### config.mk
export PLATFORM = sky130hd
export DESIGN_NAME = bus_slave_responder_flat
export DESIGN_NICKNAME = d
export VERILOG_FILES = /design/src/rtl/bus_slave_responder_if.sv /design/src/rtl/bus_slave_responder.sv /design/src/flat_wrapper.sv
export SDC_FILE = /design/constraint.sdc
export NUM_CORES = 1
export LEC_CHECK = 0
export CORE_MARGIN = 1.5
export CORE_UTILIZATION = 54
export CTS_BUF_LIST = sky130_fd_sc_hd__clkbuf_4 sky130_fd_sc_hd__clkbuf_8
export DETAILED_ROUTE_END_ITERATION = 6
export PLACE_DENSITY = 0.74
export SLEW_MARGIN = 5
export SYNTH_ARGS = -nofsm -noshare
export SYNTH_HDL_FRONTEND = slang
export SYNTH_SLANG_ARGS = --single-unit
### constraint.sdc
create_clock -name clk -period 2.36 [get_ports clk]
set_clock_uncertainty 0.05 [all_clocks]
set_input_delay 0.472 -clock clk [delete_from_list [all_inputs] [get_ports clk]]
set_output_delay 0.472 -clock clk [all_outputs]
set_load 0.02 [all_outputs]
### src/rtl/bus_slave_responder_if.sv
// as_n/wr_n/ack_n bus between a processor master and a wait-state slave.
// The master holds as_n low until it sees ack_n low; the slave holds ack_n low until as_n is released.
interface bus_slave_responder_if #(
    parameter int DATA_W = 32,
    parameter int ADDR_W = 4
);
    logic              as_n;
    logic              wr_n;
    logic [ADDR_W-1:0] addr;
    logic [DATA_W-1:0] data_in;
    logic              ack_n;
    logic [DATA_W-1:0] data_out;
    logic              data_oe;

    modport master (
        output as_n, wr_n, addr, data_in,
        input  ack_n, data_out, data_oe
    );

    modport slave (
        input  as_n, wr_n, addr, data_in,
        output ack_n, data_out, data_oe
    );
endinterface

### src/rtl/bus_slave_responder.sv
// Register-memory bus slave: ack_n falls WAIT_CYC+1 edges after as_n is sampled low.
// ack_n stays low (master-paced) until as_n is sampled high; aborts in the wait phase drop the transfer.
module bus_slave_responder #(
    parameter int DATA_W   = 32,
    parameter int ADDR_W   = 4,
    parameter int WAIT_CYC = 2,
    parameter int TXC_W    = 8
) (
    input  logic                    clk,
    input  logic                    reset_n,
    bus_slave_responder_if.slave    bus,
    output logic                    in_idle,
    output logic [TXC_W-1:0]        tx_count,
    output logic [1:0]              slv_state
);
    localparam int         DEPTH   = 2 ** ADDR_W;
    localparam logic [3:0] WAIT_LD = 4'(WAIT_CYC);

    typedef enum logic [1:0] {
        ST_IDLE = 2'd0,
        ST_WAIT = 2'd1,
        ST_ACK  = 2'd2
    } state_t;

    state_t            state;
    logic [3:0]        wait_cnt;
    logic [ADDR_W-1:0] lat_addr;
    logic              lat_wr;
    logic [DATA_W-1:0] lat_dat;
    logic              ack_q;
    logic              oe_q;
    logic [DATA_W-1:0] rd_q;
    logic [DATA_W-1:0] mem [DEPTH];

    always_ff @(posedge clk or negedge reset_n) begin
        if (!reset_n) begin
            state    <= ST_IDLE;
            wait_cnt <= '0;
            lat_addr <= '0;
            lat_wr   <= 1'b0;
            lat_dat  <= '0;
            ack_q    <= 1'b1;
            oe_q     <= 1'b0;
            rd_q     <= '0;
            tx_count <= '0;
            for (int i = 0; i < DEPTH; i++) begin
                mem[i] <= '0;
            end
        end else begin
            case (state)
                ST_IDLE: begin
                    // Bus inputs are captured only here; later changes are ignored.
                    if (!bus.as_n) begin
                        lat_addr <= bus.addr;
                        lat_wr   <= !bus.wr_n;
                        lat_dat  <= bus.data_in;
                        wait_cnt <= WAIT_LD;
                        state    <= ST_WAIT;
                    end
                end
                ST_WAIT: begin
                    if (bus.as_n) begin
                        state <= ST_IDLE;
                    end else if (wait_cnt == 4'd0) begin
                        state <= ST_ACK;
                        ack_q <= 1'b0;
                        oe_q  <= !lat_wr;
                        if (lat_wr) begin
                            mem[lat_addr] <= lat_dat;
                        end else begin
                            rd_q <= mem[lat_addr];
                        end
                    end else begin
                        wait_cnt <= wait_cnt - 4'd1;
                    end
                end
                ST_ACK: begin
                    if (bus.as_n) begin
                        state    <= ST_IDLE;
                        ack_q    <= 1'b1;
                        oe_q     <= 1'b0;
                        tx_count <= tx_count + TXC_W'(1);
                    end
                end
                default: begin
                    state <= ST_IDLE;
                    ack_q <= 1'b1;
                    oe_q  <= 1'b0;
                end
            endcase
        end
    end

    assign bus.ack_n    = ack_q;
    assign bus.data_oe  = oe_q;
    assign bus.data_out = rd_q;
    assign in_idle      = (state == ST_IDLE);
    assign slv_state    = state;
endmodule

### src/flat_wrapper.sv
// flat-port wrapper written by rule: the top's interface ports become plain ports
module bus_slave_responder_flat 
#(
    parameter int DATA_W   = 32,
    parameter int ADDR_W   = 4,
    parameter int WAIT_CYC = 2,
    parameter int TXC_W    = 8
)
  (clk, reset_n, in_idle, tx_count, slv_state, bus_as_n, bus_wr_n, bus_addr, bus_data_in, bus_ack_n, bus_data_out, bus_data_oe);
  bus_slave_responder_if #(.DATA_W(DATA_W), .ADDR_W(ADDR_W)) bus_i ();
  input  logic clk;
  input  logic reset_n;
  output logic in_idle;
  output logic [TXC_W-1:0] tx_count;
  output logic [1:0] slv_state;
  input wire logic [$bits(bus_i.as_n)-1:0] bus_as_n;
  input wire logic [$bits(bus_i.wr_n)-1:0] bus_wr_n;
  input wire logic [$bits(bus_i.addr)-1:0] bus_addr;
  input wire logic [$bits(bus_i.data_in)-1:0] bus_data_in;
  output wire logic [$bits(bus_i.ack_n)-1:0] bus_ack_n;
  output wire logic [$bits(bus_i.data_out)-1:0] bus_data_out;
  output wire logic [$bits(bus_i.data_oe)-1:0] bus_data_oe;
  assign bus_i.as_n = bus_as_n;
  assign bus_i.wr_n = bus_wr_n;
  assign bus_i.addr = bus_addr;
  assign bus_i.data_in = bus_data_in;
  assign bus_ack_n = bus_i.ack_n;
  assign bus_data_out = bus_i.data_out;
  assign bus_data_oe = bus_i.data_oe;
  bus_slave_responder #(.DATA_W(DATA_W), .ADDR_W(ADDR_W), .WAIT_CYC(WAIT_CYC), .TXC_W(TXC_W)) u_core (.clk(clk), .reset_n(reset_n), .bus(bus_i), .in_idle(in_idle), .tx_count(tx_count), .slv_state(slv_state));
endmodule
==> metrics <==
RSZ-0062 raised after global routing yes; Multi-input gate area around 11000 um^2; routability cong. ~0.78; sequential share of power 45.3%; drc violations 0; failing checks setup timing; Initial Utilization roughly 55%; Post-synth ARST share between 90% and 100%; final WL approximately 65000 um; post-layout power roughly 32 mW; io pins 85; wire per inst ~26 um; Mapped Avg Cell Area roughly 16 um^2; ANT nets after route 0; Die H roughly 220 um; pwr/cell area between 1000 and 1500 nW/um^2; CP endpoint kind register; vias per inst 6.12; Clock Path Buffers 3; Seq cells post-synth 597; RR Startpoint u_core.wait_cnt[0]; leading area contributor after synthesis dfrtp_1; CTS clk-pin slew, worst paths 0.06 ns; CTS tree yes; critical path class register to register; syn nets 1670; Register-to-Register Path Depth 9; CTS Root Cell clkbuf_8; crit path time final 2.43 ns; CTS sink cnt approximately 600; Post-Syn Area approximately 26000 um^2; Slew Limit Fails 0; run status complete, but fails checks; Clk pwr share 29.8%; highest clock rate 0.411 GHz; # rows 80; EDFF count, synth 0; Detailed Routing Iterations Pass 1 4; GRT Overall Usage 25.8%; largest net degree at the start of global routing 65; Syn Inst Count around 1600; Hold WC Path Type primary input to async pin; Worst Tran Pin Value 0.666 ns; Comb pwr share between 20% and 30%; CP endpoint u_core.mem[250]; sw power ~9.9 mW; final setup fails 79; Unique masters post-synth 42; final net count between 1500 and 2000; Hold WS about 0.32 ns; Fin. Hold Viols 0; setup_tns -2.43 ns; CTS H-tree depth 3; Worst Path Max Fanout 6; Sw Share between 30% and 40%; top_reg_cell synth dfrtp_1; Via Count roughly 15000; top post-synthesis cells by area dfrtp_1 (57%), mux2_2 (25%), mux4_2 (11%); Synthesis Warnings 0; crit start category register; Max-Cap Viols 0; Final WS setup -0.0718 ns; die area about 50000 um^2; sequential cell area roughly 15000 um^2; Critical R2R Capture u_core.mem[250]; Worst-Skew Late Latency around 0.69 ns; Worst R2R Setup Slack -0.07 ns; Final Cycle Share 103%; Horiz. Die Dim 224 um; most numerous cell in the Yosys netlist dfrtp_1; HPWL after DPL around 36000 um; Seq/Total Area, Yosys 56.9%; CTS buffer count 98; first-pass GRT wire length 97600 um; area grow syn2layout 20.6%; grt total ovfl 0; worst path arrival time roughly 2.9 ns; Core ar. 47800 um^2; Starting DRT DRC Count slightly above 1000; worst rel slew slack between 50% and 60%; leakage power 15.5 nW; CP startpoint u_core.wait_cnt[0]; FILL cells between 3000 and 4000; vias in the first global route around 16000; fraction of layout cells with a size suffix above 1 between 50% and 60%; area share of the largest cell type after synthesis a little under three fifths; antenna violations before repair 1; I/O Buffers 84; most common library cells after synthesis dfrtp_1 (596), mux2_2 (575), mux4_2 (128); P_int roughly 22 mW; required time worst endpoint between 2 and 3 ns; VDD IR max 0.714 mV
-- metrics by stage --
| step | cells | setup slack (ns) | area, um^2 | util (%) |
|---|---|---|---|---|
| floorplan | 1627 | 0.0823 | 26300 | - |
| global placement | 2294 | -0.364 | 28500 | 59.6 |
| detailed placement | 2294 | -0.379 | 28500 | 59.6 |
| CTS | 2490 | -0.0988 | 31000 | 64.8 |
| global route | 2503 | -0.120 | 31700 | 66.2 |
| finish | 2503 | -0.0718 | 31700 | 66.2 |
-- kinds of logic (layout without fill, tap and decap cells) --
family	after synthesis	count (layout)	synth area share, %
buf+inv	144	404	2.92
fa+ha+maj	3	3	0.143
other cells	0	1	0
xor+xnor	7	7	0.233
compound gates	113	113	2.58
mux	708	708	35.8
flops	597	597	56.9
simple gates	55	55	1.41
-- layout make-up --
type / instances / area share, %
multi-input cells: 886 / 34.4
inverters: 4 / 0.0474
well taps: 615 / 2.43
flip-flops and latches: 597 / 47.2
clock buffers: 154 / 5.96
repair buffers: 228 / 9.25
diodes: 1 / 0.00790
clock inverters: 18 / 0.664
-- layer usage --
layer	up-vias	wire length, um	global-route usage [%]
met5	-	0	0
met4	0	1370	7.28
met3	97	3850	5.35
met2	448	31300	40.6
met1	8276	28100	36.7
li1	6492	-	-
-- sequential cells by signal, indices dropped and copies added, names as in the netlist --
register,flops
u_core.wait_cnt,4
u_core.bus.data_out,32
u_core.tx_count,8
u_core.lat_wr,1
u_core.mem,512
u_core.bus.data_oe,1
u_core.slv_state,2
u_core.lat_dat,32
u_core.lat_addr,4
u_core.bus.ack_n,1
-- how the worst min path moves through the flow --
| stage | from | endpoint | depth (start not counted) |
|---|---|---|---|
| 2_1_floorplan | reset_n | u_core.bus.data_oe | 0 |
| 3_3_place_gp | u_core.tx_count[7] | u_core.tx_count[7] | 1 |
| 3_5_place_dp | u_core.tx_count[7] | u_core.tx_count[7] | 1 |
| 4_1_cts | reset_n | u_core.mem[198] | 2 |
| 5_1_grt | reset_n | u_core.mem[294] | 2 |
| 6_report | reset_n | u_core.mem[38] | 2 |
-- what timing repair did --
action	in CTS	in global routing
resized for setup	33	78
pin swaps	6	4
cloned	6	12
setup endpoints to repair	402	477
hold buffers	1	0
buffers inserted	17	3
endpoints found under the hold margin	43	0
-- power by group through the flow --
stage / combinational (mW) / clock (mW) / sequential, mW
after floorplan: 5.42 / 0 / 13.9
after global placement: 7.53 / 0 / 14.5
after detailed placement: 7.71 / 0 / 14.7
after CTS: 7.92 / 9.78 / 14.6
after global routing: 8.63 / 10.3 / 15.0
final: 8.07 / 9.62 / 14.6
-- critical path, stage by stage, from the launching register on --
cell and delay (ns):
dfrtp_1 0.39, inv_2 0.09, ha_4 0.13, or3b_4 0.47, nor4_4 0.23, buf_4 0.18, buf_6 0.11, nand2_8 0.12
clkbuf_16 0.25, mux2_2 0.27
-- cell usage in the layout (no fill, tap or decap), drive strengths merged, types with 4 or more instances in the layout --
cell type and count:
nand3 7, bufinv 4, xnor2 5, inv 8
clkdlybuf4s50 77, a21oi 35, mux4 128, dfrtp 596
mux2 580, o22ai 64, clkinv 9, o21ai 5
nor2 6, nand2b 5, clkbuf 165, nand2 17
nor4 4, buf 133
No activity file was read; power rests on OpenSTA's default activity.
